$ cat config.mk
export PLATFORM = sky130hd
export DESIGN_NAME = mem_stage_lsu_flat
export DESIGN_NICKNAME = d
export VERILOG_FILES = /design/src/rtl/mem_stage_lsu_if.sv /design/src/rtl/mem_stage_lsu.sv /design/src/flat_wrapper.sv
export SDC_FILE = /design/constraint.sdc
export NUM_CORES = 1
export LEC_CHECK = 0
export ABC_CLOCK_PERIOD_IN_PS = 2400
export CAP_MARGIN = 10
export CORE_MARGIN = 8
export CORE_UTILIZATION = 25
export CTS_CLUSTER_DIAMETER = 30
export DETAILED_ROUTE_END_ITERATION = 10
export HOLD_SLACK_MARGIN = 0.15
export MAX_ROUTING_LAYER = met4
export SLEW_MARGIN = 5
export SYNTH_ARGS = -nofsm -noshare
export SYNTH_HDL_FRONTEND = slang
export SYNTH_SLANG_ARGS = --single-unit
$ cat constraint.sdc
create_clock -name clk -period 2.4 [get_ports clk]
set_input_delay 0.6 -clock clk [delete_from_list [all_inputs] [get_ports clk]]
set_output_delay 0.6 -clock clk [all_outputs]
set_load 0.005 [all_outputs]
$ cat src/rtl/mem_stage_lsu_if.sv
// Data-memory bus between the MEM-stage LSU (master) and data memory (slave).
// Variable-latency req/ack handshake with byte enables.
interface mem_stage_lsu_if #(
  parameter int DATA_W = 32,
  parameter int ADDR_W = 32
);
  logic                  mem_req;
  logic                  mem_we;
  logic [ADDR_W-1:0]     mem_addr;
  logic [DATA_W-1:0]     mem_wdata;
  logic [DATA_W/8-1:0]   mem_be;
  logic                  mem_ack;
  logic [DATA_W-1:0]     mem_rdata;

  modport master (
    output mem_req, mem_we, mem_addr, mem_wdata, mem_be,
    input  mem_ack, mem_rdata
  );

  modport slave (
    input  mem_req, mem_we, mem_addr, mem_wdata, mem_be,
    output mem_ack, mem_rdata
  );
endinterface

$ cat src/rtl/mem_stage_lsu.sv
// MEM-stage load/store unit: runs one EX/MEM memory op over a variable-latency
// req/ack bus, stalling the pipe until done; handles size, extension, alignment, timeout.
module mem_stage_lsu #(
  parameter int DATA_W  = 32,
  parameter int ADDR_W  = 32,
  parameter int TIMEOUT = 16
) (
  input  logic              clk,
  input  logic              rst,
  input  logic              ex_valid,
  input  logic              ex_read,
  input  logic              ex_write,
  input  logic [1:0]        ex_size,
  input  logic              ex_unsigned,
  input  logic [ADDR_W-1:0] ex_addr,
  input  logic [DATA_W-1:0] ex_wdata,
  output logic              stall,
  mem_stage_lsu_if.master   bus,
  output logic              wb_valid,
  output logic [DATA_W-1:0] wb_rdata,
  output logic              misalign,
  output logic              bus_err
);

  localparam int BE_W  = DATA_W / 8;
  localparam int OFF_W = (DATA_W == 64) ? 3 : 2;
  localparam int CNT_W = (TIMEOUT > 1) ? $clog2(TIMEOUT) : 1;
  localparam logic [CNT_W-1:0] CNT_LAST = CNT_W'((TIMEOUT > 0) ? TIMEOUT - 1 : 0);

  typedef enum logic [1:0] {IDLE, BUSY, DONE} state_t;

  state_t            state_q, state_d;
  logic              op, aligned, start, timed_out;
  logic [OFF_W-1:0]  lane;
  logic [BE_W-1:0]   be_d;
  logic [DATA_W-1:0] wdata_d;
  logic [CNT_W-1:0]  cnt_q;
  logic [1:0]        size_q;
  logic              uns_q, load_q;
  logic [OFF_W-1:0]  lane_q;
  logic [DATA_W-1:0] shifted, mask, load_ext;
  logic              sign;

  assign op    = ex_read | ex_write;
  assign lane  = ex_addr[OFF_W-1:0];
  assign start = ex_valid & op & aligned;

  always_comb begin
    aligned = 1'b0;
    unique case (ex_size)
      2'd0:    aligned = 1'b1;
      2'd1:    aligned = ~ex_addr[0];
      2'd2:    aligned = (ex_addr[1:0] == 2'b00);
      default: aligned = (DATA_W == 64) && (ex_addr[2:0] == 3'b000);
    endcase
  end

  // Store data is replicated into every lane so the byte enables alone pick the target bytes.
  always_comb begin
    be_d    = '0;
    wdata_d = '0;
    unique case (ex_size)
      2'd0: begin
        be_d    = BE_W'(1) << lane;
        wdata_d = {BE_W{ex_wdata[7:0]}};
      end
      2'd1: begin
        be_d    = BE_W'(2'b11) << lane;
        wdata_d = {(DATA_W/16){ex_wdata[15:0]}};
      end
      2'd2: begin
        be_d    = BE_W'(4'hF) << lane;
        wdata_d = {(DATA_W/32){ex_wdata[31:0]}};
      end
      default: begin
        be_d    = '1;
        wdata_d = ex_wdata;
      end
    endcase
  end

  // Load path: shift the addressed lane down, then sign- or zero-fill above the access size.
  always_comb begin
    shifted = bus.mem_rdata >> {lane_q, 3'b000};
    mask    = '1;
    sign    = 1'b0;
    unique case (size_q)
      2'd0:    begin mask = DATA_W'(8'hFF);          sign = shifted[7];  end
      2'd1:    begin mask = DATA_W'(16'hFFFF);       sign = shifted[15]; end
      2'd2:    begin mask = DATA_W'(32'hFFFF_FFFF);  sign = shifted[31]; end
      default: begin mask = '1;                      sign = 1'b0;        end
    endcase
    load_ext = (sign & ~uns_q) ? (shifted | ~mask) : (shifted & mask);
  end

  assign timed_out = (TIMEOUT != 0) && (cnt_q == CNT_LAST);

  always_comb begin
    state_d = state_q;
    unique case (state_q)
      IDLE:    if (start) state_d = BUSY;
      BUSY:    if (bus.mem_ack || timed_out) state_d = DONE;
      default: state_d = IDLE;
    endcase
  end

  assign stall = ((state_q == IDLE) && start) || (state_q == BUSY);

  always_ff @(posedge clk) begin
    if (!rst) begin
      state_q       <= IDLE;
      cnt_q         <= '0;
      bus.mem_req   <= 1'b0;
      bus.mem_we    <= 1'b0;
      bus.mem_addr  <= '0;
      bus.mem_wdata <= '0;
      bus.mem_be    <= '0;
      size_q        <= '0;
      uns_q         <= 1'b0;
      load_q        <= 1'b0;
      lane_q        <= '0;
      wb_valid      <= 1'b0;
      wb_rdata      <= '0;
      misalign      <= 1'b0;
      bus_err       <= 1'b0;
    end else begin
      state_q  <= state_d;
      misalign <= (state_q == IDLE) && ex_valid && op && !aligned;
      wb_valid <= 1'b0;
      bus_err  <= 1'b0;
      unique case (state_q)
        IDLE: begin
          if (start) begin
            bus.mem_req   <= 1'b1;
            bus.mem_we    <= ex_write;
            bus.mem_addr  <= {ex_addr[ADDR_W-1:OFF_W], {OFF_W{1'b0}}};
            bus.mem_wdata <= wdata_d;
            bus.mem_be    <= be_d;
            size_q        <= ex_size;
            uns_q         <= ex_unsigned;
            load_q        <= ~ex_write;
            lane_q        <= lane;
            cnt_q         <= '0;
          end
        end
        BUSY: begin
          // An ack landing on the timeout cycle still completes the access normally.
          if (bus.mem_ack) begin
            bus.mem_req <= 1'b0;
            if (load_q) begin
              wb_valid <= 1'b1;
              wb_rdata <= load_ext;
            end
          end else if (timed_out) begin
            bus.mem_req <= 1'b0;
            bus_err     <= 1'b1;
          end else begin
            cnt_q <= cnt_q + 1'b1;
          end
        end
        default: ;
      endcase
    end
  end

endmodule
$ cat src/flat_wrapper.sv
// flat-port wrapper written by rule: the top's interface ports become plain ports
module mem_stage_lsu_flat 
#(
  parameter int DATA_W  = 32,
  parameter int ADDR_W  = 32,
  parameter int TIMEOUT = 16
)
  (clk, rst, ex_valid, ex_read, ex_write, ex_size, ex_unsigned, ex_addr, ex_wdata, stall, wb_valid, wb_rdata, misalign, bus_err, bus_mem_req, bus_mem_we, bus_mem_addr, bus_mem_wdata, bus_mem_be, bus_mem_ack, bus_mem_rdata);
  mem_stage_lsu_if #(.DATA_W(DATA_W), .ADDR_W(ADDR_W)) bus_i ();
  input  logic clk;
  input  logic rst;
  input  logic ex_valid;
  input  logic ex_read;
  input  logic ex_write;
  input  logic [1:0] ex_size;
  input  logic ex_unsigned;
  input  logic [ADDR_W-1:0] ex_addr;
  input  logic [DATA_W-1:0] ex_wdata;
  output logic stall;
  output logic wb_valid;
  output logic [DATA_W-1:0] wb_rdata;
  output logic misalign;
  output logic bus_err;
  output wire logic [$bits(bus_i.mem_req)-1:0] bus_mem_req;
  output wire logic [$bits(bus_i.mem_we)-1:0] bus_mem_we;
  output wire logic [$bits(bus_i.mem_addr)-1:0] bus_mem_addr;
  output wire logic [$bits(bus_i.mem_wdata)-1:0] bus_mem_wdata;
  output wire logic [$bits(bus_i.mem_be)-1:0] bus_mem_be;
  input wire logic [$bits(bus_i.mem_ack)-1:0] bus_mem_ack;
  input wire logic [$bits(bus_i.mem_rdata)-1:0] bus_mem_rdata;
  assign bus_mem_req = bus_i.mem_req;
  assign bus_mem_we = bus_i.mem_we;
  assign bus_mem_addr = bus_i.mem_addr;
  assign bus_mem_wdata = bus_i.mem_wdata;
  assign bus_mem_be = bus_i.mem_be;
  assign bus_i.mem_ack = bus_mem_ack;
  assign bus_i.mem_rdata = bus_mem_rdata;
  mem_stage_lsu #(.DATA_W(DATA_W), .ADDR_W(ADDR_W), .TIMEOUT(TIMEOUT)) u_core (.clk(clk), .rst(rst), .ex_valid(ex_valid), .ex_read(ex_read), .ex_write(ex_write), .ex_size(ex_size), .ex_unsigned(ex_unsigned), .ex_addr(ex_addr), .ex_wdata(ex_wdata), .stall(stall), .bus(bus_i), .wb_valid(wb_valid), .wb_rdata(wb_rdata), .misalign(misalign), .bus_err(bus_err));
endmodule
# [Yosys cells after proc, flatten, opt, wreduce, memory -nomap -nowiden]
# Index checks and enable logic that the tools add are counted.
[word_totals] wordCells=81 reg_bits=115 inputBits=105 output_inout_bits=106
[classes] n_addsub=1 bitwise=12 eq_ne=11 muxes=19 shift=4 reduce_logical=19
[ops] op="$pmux 32 s2" n=2
[ops] op="$and 32x32->32" n=1
[ops] op="$mux 32" n=1
[ops] op="$not 32->32" n=1
[ops] op="$or 32x32->32" n=1
[ops] op="$shr 32x5->32" n=1
[ops] op="$mux 4" n=3
[ops] op="$pmux 4 s3" n=1
[ops] op="$reduce_and 3->1" n=3
[ops] op="$logic_not 2->1" n=4
[ops] op="$pmux 4 s2" n=1
[ops] op="$eq 2x1->1 const B" n=3
[ops] op="$pmux 1 s3" n=2
[ops] op="$mux 1" n=5
[ops] op="$not 1->1" n=5
[ops] op="$add 4x1->4 const B" n=1
[ops] op="$eq 2x2->1 const B" n=2
[ops] op="$eq 4x4->1 const B" n=1
[ops] op="$logic_and 1x1->1" n=4
[ops] op="$mux 2" n=2
[ops] op="$ne 2x1->1 const B" n=2
[ops] op="$ne 2x2->1 const B" n=2
[ops] op="$pmux 2 s2" n=1
[ops] op="$reduce_and 2->1" n=2
[ops] op="12 further kinds" n=15

# [Depth between registers and ports, before layout]
[logic_depth] depth_word=5 ltp_mapped=8 mapped_depth_nobuf=6

# [Worst setup path after synthesis]
# Ideal clock, no wire load.
[synth_timing] path_kind="input to output" start="in ex_size[0]" end="out stall" path_stages=7 n_path_buf=1 path_slack_ns=0.064 arrival_ns=1.736 path_cell_list="inv_1 > ha_1 > buf_4 > inv_2 > a221oi_4 > nand2_1 > nand2_1"
[synth_via] elab_chain_len=5
[synth_rtl] element="start: declaration" line_no="flat_wrapper.sv:15" rtl="input logic [1:0] ex_size;"
[synth_rtl] element="$eq 2x2->1, or another cell as far along" line_no="mem_stage_lsu.sv:50" rtl="unique case (ex_size)"
[synth_rtl] element="$pmux 1 s3 *" line_no="mem_stage_lsu.sv:50"
[synth_rtl] element="$and 1x1->1 *" line_no="mem_stage_lsu.sv:46" rtl="assign start = ex_valid & op & aligned;"
[synth_rtl] element="$logic_and 1x1->1 *" line_no="mem_stage_lsu.sv:107" rtl="assign stall = ((state_q == IDLE) && start) || (state_q == BUSY);"
[synth_rtl] element="$logic_or 1x1->1 *" line_no="mem_stage_lsu.sv:107"
[synth_rtl] element="end: declaration" line_no="flat_wrapper.sv:19" rtl="output logic stall;"
# Every way passes the cells marked *; elsewhere a longest branch is shown, timed or not.

# [Worst setup path in the final report]
[layout_timing] start="in ex_size[1]" end="out stall"
# Same word-level chain as after synthesis.

==> results.md <==
- At the pin with the least slew margin, the transition time is 0.8014 ns.
- In this run the tool buffered the top-level ports with 208 buffer cells.
- The die is 164.0 um wide.
- The tree built by TritonCTS fans out to 115 sinks.
- The vias per cell is 5.010.
- In this run the number of H-tree levels came out at 4.
- The post-route clock skew is 0.009827 ns.
- In the finished design, the share of the clock period the worst path needs comes to 94.07%.
- The placeable core area is 21690 um^2.
- The initial core utilization is 25.26%.
- In the final design database the tool counted 981 nets.
- The cell count after synthesis is 664.
- Yosys mapped a number of flops with a built-in enable equal to 0.
- Across the run, the number of max-cap violations was 0.
- The class of the tightest hold or removal check is reg2reg.
- The proportion of register bits with asynchronous set or reset after synthesis is 0%.
- The average wire per standard cell is 18.59 um.
- The average instance area after synthesis is 8.250 um^2.
- STA classifies the critical path endpoint as a primary output.
- The clock tree from TritonCTS is built.
- The top-area cell type share of the netlist area is 42.03%.
- At the worst endpoint, the arrival time is 1.66 ns.
- The weighted congestion reported at the end of routability-driven placement is 0.8340.
- The most instantiated library cell after synthesis is sky130_fd_sc_hd__dfxtp_1.
- The netlist area before placement is 5478 um^2.
- The first-pass iteration count of the detailed router is 4.
- The finished cells cover 8686 um^2.
- The final wirelength is 21.64 mm.
- The number of max-slew violations in the final report is 0.
- The top cell type by total area after synthesis is sky130_fd_sc_hd__dfxtp_1.
- The detailed router finished its first iteration with 367 violations.
- The layout overhead on the synthesized area is 58.57%.
- The number of antenna violations at the first check in global routing was 0.
- In the post-synthesis netlist, the biggest area contributors are sky130_fd_sc_hd__dfxtp_1 42%, sky130_fd_sc_hd__a21oi_1 10%, sky130_fd_sc_hd__o21ai_0 9.7%, sky130_fd_sc_hd__nand3_1 5.8%, sky130_fd_sc_hd__mux2i_1 3.3%.
- For this run, design rule violations remaining after detail routing come to 0.
- The maximum clock insertion buffer count is 2.
- For this design the static power due to leakage is 2.931 nW.
- After legalization and detailed placement, the total HPWL measured 15.33 mm.
- The shortest period the worst path allows is 2.258 ns.
- Setup repair after global routing left no endpoint under its margin.
- The synthesis-stage register bit count is 115.
- The flow ran to the end, and the final reports show no timing, DRC or antenna violations.
- The number of global-route vias before repair was 5731.
- The data required time of the critical path is 1.80 ns.
- The setup slack of the worst register-to-register path is 0.49 ns.
- The critical path launch point type is an input port.
- Among all flip-flop cells after synthesis, the most frequent one is sky130_fd_sc_hd__dfxtp_1.
- The worst setup path is of the in2out kind.
- The share of final-layout standard cells stronger than drive strength 1 is 12.56%.
- The number of hold buffers added after cts is 0.
- The final hold violation count came to 0.
- After floorplanning, the core was divided into 54 placement rows.
- The floorplan step defined a die boundary enclosing 26900 um^2.
- For this run the aggregate overflow at the end of global routing stands at 0.
- The normalized max-slew margin is 46.57%.
- The count of distinct cell types in the synthesized netlist is 43.
- Clock-pin slew was measured on the worst setup and hold paths at 0.06 ns.
- The tree is rooted in a sky130_fd_sc_hd__clkbuf_16.
- The final setup violation count is 0.
- Ranked by instance count, the synthesized netlist is headed by 115 x sky130_fd_sc_hd__dfxtp_1, 109 x sky130_fd_sc_hd__a21oi_1, 106 x sky130_fd_sc_hd__o21ai_0.
- Overall power consumption after layout is estimated at 5.682 mW.
- The fill cell instance count of the final layout is 2202.
- 0 antenna diodes ended up in the layout.
- The total of warnings raised by yosys is 0.
- Of all nets on the critical path, the largest fanout is 3.
- The maximum clock frequency is 0.4430 GHz.
- The die is 164.0 um tall.
- Summing all placed instances gives a cell area of 7979 um^2.
- For this run, the share of the core covered by cells in the final layout is 40.05%.
- The portion of the post-synthesis area used by sequential elements is 42.03%.
- The worst IR drop on VDD is 0.4795 mV.
- Clock tree synthesis inserted a total of 17 buffers.
- For this design the ratio of total power to cell area is 654.2 nW/um^2.
- The routed via count is 5832.
- The global router's overall resource usage is 16.17%.
- Pin placement for this block handled 211 I/O pins.
- In this run the remaining antenna-violating nets after routing total 0.
- The pin count of the biggest net entering global routing is 73.
- The insertion delay of the later-clocked pin in the worst-skew pair is 0.42 ns.
- The first global-routing pass estimated 32.95 mm of wire.
## through the flow
step	setup WS, ns	setup TNS (ns)	hold slack [ns]	instances
detailed placement	-0.7738	-46.90	0.4523	1131
global placement	-0.7488	-44.46	0.4440	1131
floorplan	0.06403	0	0.4375	665
finish	0.1424	0	0.4572	1164
global route	0.05444	0	0.4745	1164
CTS	0.006031	0	0.4603	1164
## sequential cells by signal (all words and copies together), names as in the netlist
register	count
u_core.state_q	2
u_core.bus_err	1
u_core.bus.mem_wdata	32
u_core.cnt_q	4
u_core.bus.mem_be	4
u_core.bus.mem_addr	30
u_core.bus.mem_we	1
u_core.load_q	1
u_core.misalign	1
u_core.wb_valid	1
u_core.lane_q	2
u_core.uns_q	1
u_core.wb_rdata	32
u_core.size_q	2
u_core.bus.mem_req	1
## cell usage in the layout (no fill, tap or decap), types with 17 or more instances in the layout
cell / count
sky130_fd_sc_hd__nand3_1: 63
sky130_fd_sc_hd__dfxtp_1: 115
sky130_fd_sc_hd__a211oi_1: 17
sky130_fd_sc_hd__a21oi_1: 109
sky130_fd_sc_hd__o21ai_0: 106
sky130_fd_sc_hd__clkbuf_16: 17
sky130_fd_sc_hd__buf_4: 43
sky130_fd_sc_hd__nand2_1: 32
sky130_fd_sc_hd__clkdlybuf4s50_1: 203
sky130_fd_sc_hd__mux2i_1: 18
## worst paths after layout
kind,start,endpoint,cells after the start
setup / recovery,ex_size[1],stall,8
hold / removal,u_core.wb_rdata[1],u_core.wb_rdata[1],2
setup reg to reg,u_core.state_q[1],u_core.bus.mem_wdata[20],5
hold reg to reg,u_core.wb_rdata[1],u_core.wb_rdata[1],2
## layer usage
| metal | global-route usage [%] | vias to the layer above | wire length (um) | part of all wire (%) |
|---|---|---|---|---|
| li1 | - | 2844 | - | - |
| met4 | 4.463 | 0 | 267 | 1.2 |
| met3 | 6.040 | 12 | 1870 | 8.6 |
| met1 | 20.14 | 2754 | 9673 | 45 |
| met5 | - | - | 0 | 0 |
| met2 | 24.14 | 222 | 9832 | 45 |
## logic make-up (layout without fill, tap and decap cells)
| kind of cell | Yosys count | after routing | synth area share, % |
|---|---|---|---|
| other cells | 1 | 2 | 0.06846 |
| mux | 26 | 26 | 4.934 |
| compound gates | 292 | 292 | 31.50 |
| simple gates | 151 | 151 | 14.12 |
| fa+ha+maj | 5 | 5 | 1.142 |
| buf+inv | 74 | 293 | 6.213 |
| flops | 115 | 115 | 42.03 |
## worst max-delay path, stage by stage
cell	delay [ns]
sky130_fd_sc_hd__buf_2	0.12
sky130_fd_sc_hd__inv_2	0.09
sky130_fd_sc_hd__ha_4	0.17
sky130_fd_sc_hd__inv_4	0.04
sky130_fd_sc_hd__a221oi_4	0.34
sky130_fd_sc_hd__nand2_1	0.11
sky130_fd_sc_hd__nand2_1	0.06
sky130_fd_sc_hd__buf_2	0.12
## final cells by class
cell class              instances  area [um^2]  share of cell area [%]
clock buffers                  20        456.7                   5.258
clock inverters                12        202.7                   2.334
inverters                       6        27.53                  0.3169
flip-flops and latches        115         2302                   26.51
repair buffers                255         2462                   28.35
well taps                     280        350.3                   4.033
multi-input cells             476         2884                   33.20
## repair_timing
action,4_1_cts,5_1_grt
endpoints found under the setup margin,73,10
gates resized for setup,21,5
pin swaps,4,4
cloned,0,0
setup buffers,1,0
## power by group
group	internal, mW	leakage, nW	switching, mW
combinational	0.414	1.68	0.409
sequential	1.97	0.932	0.0366
clock	1.90	0.321	0.950
total	4.29	2.93	1.40
Power figures use the tool's default switching activity.
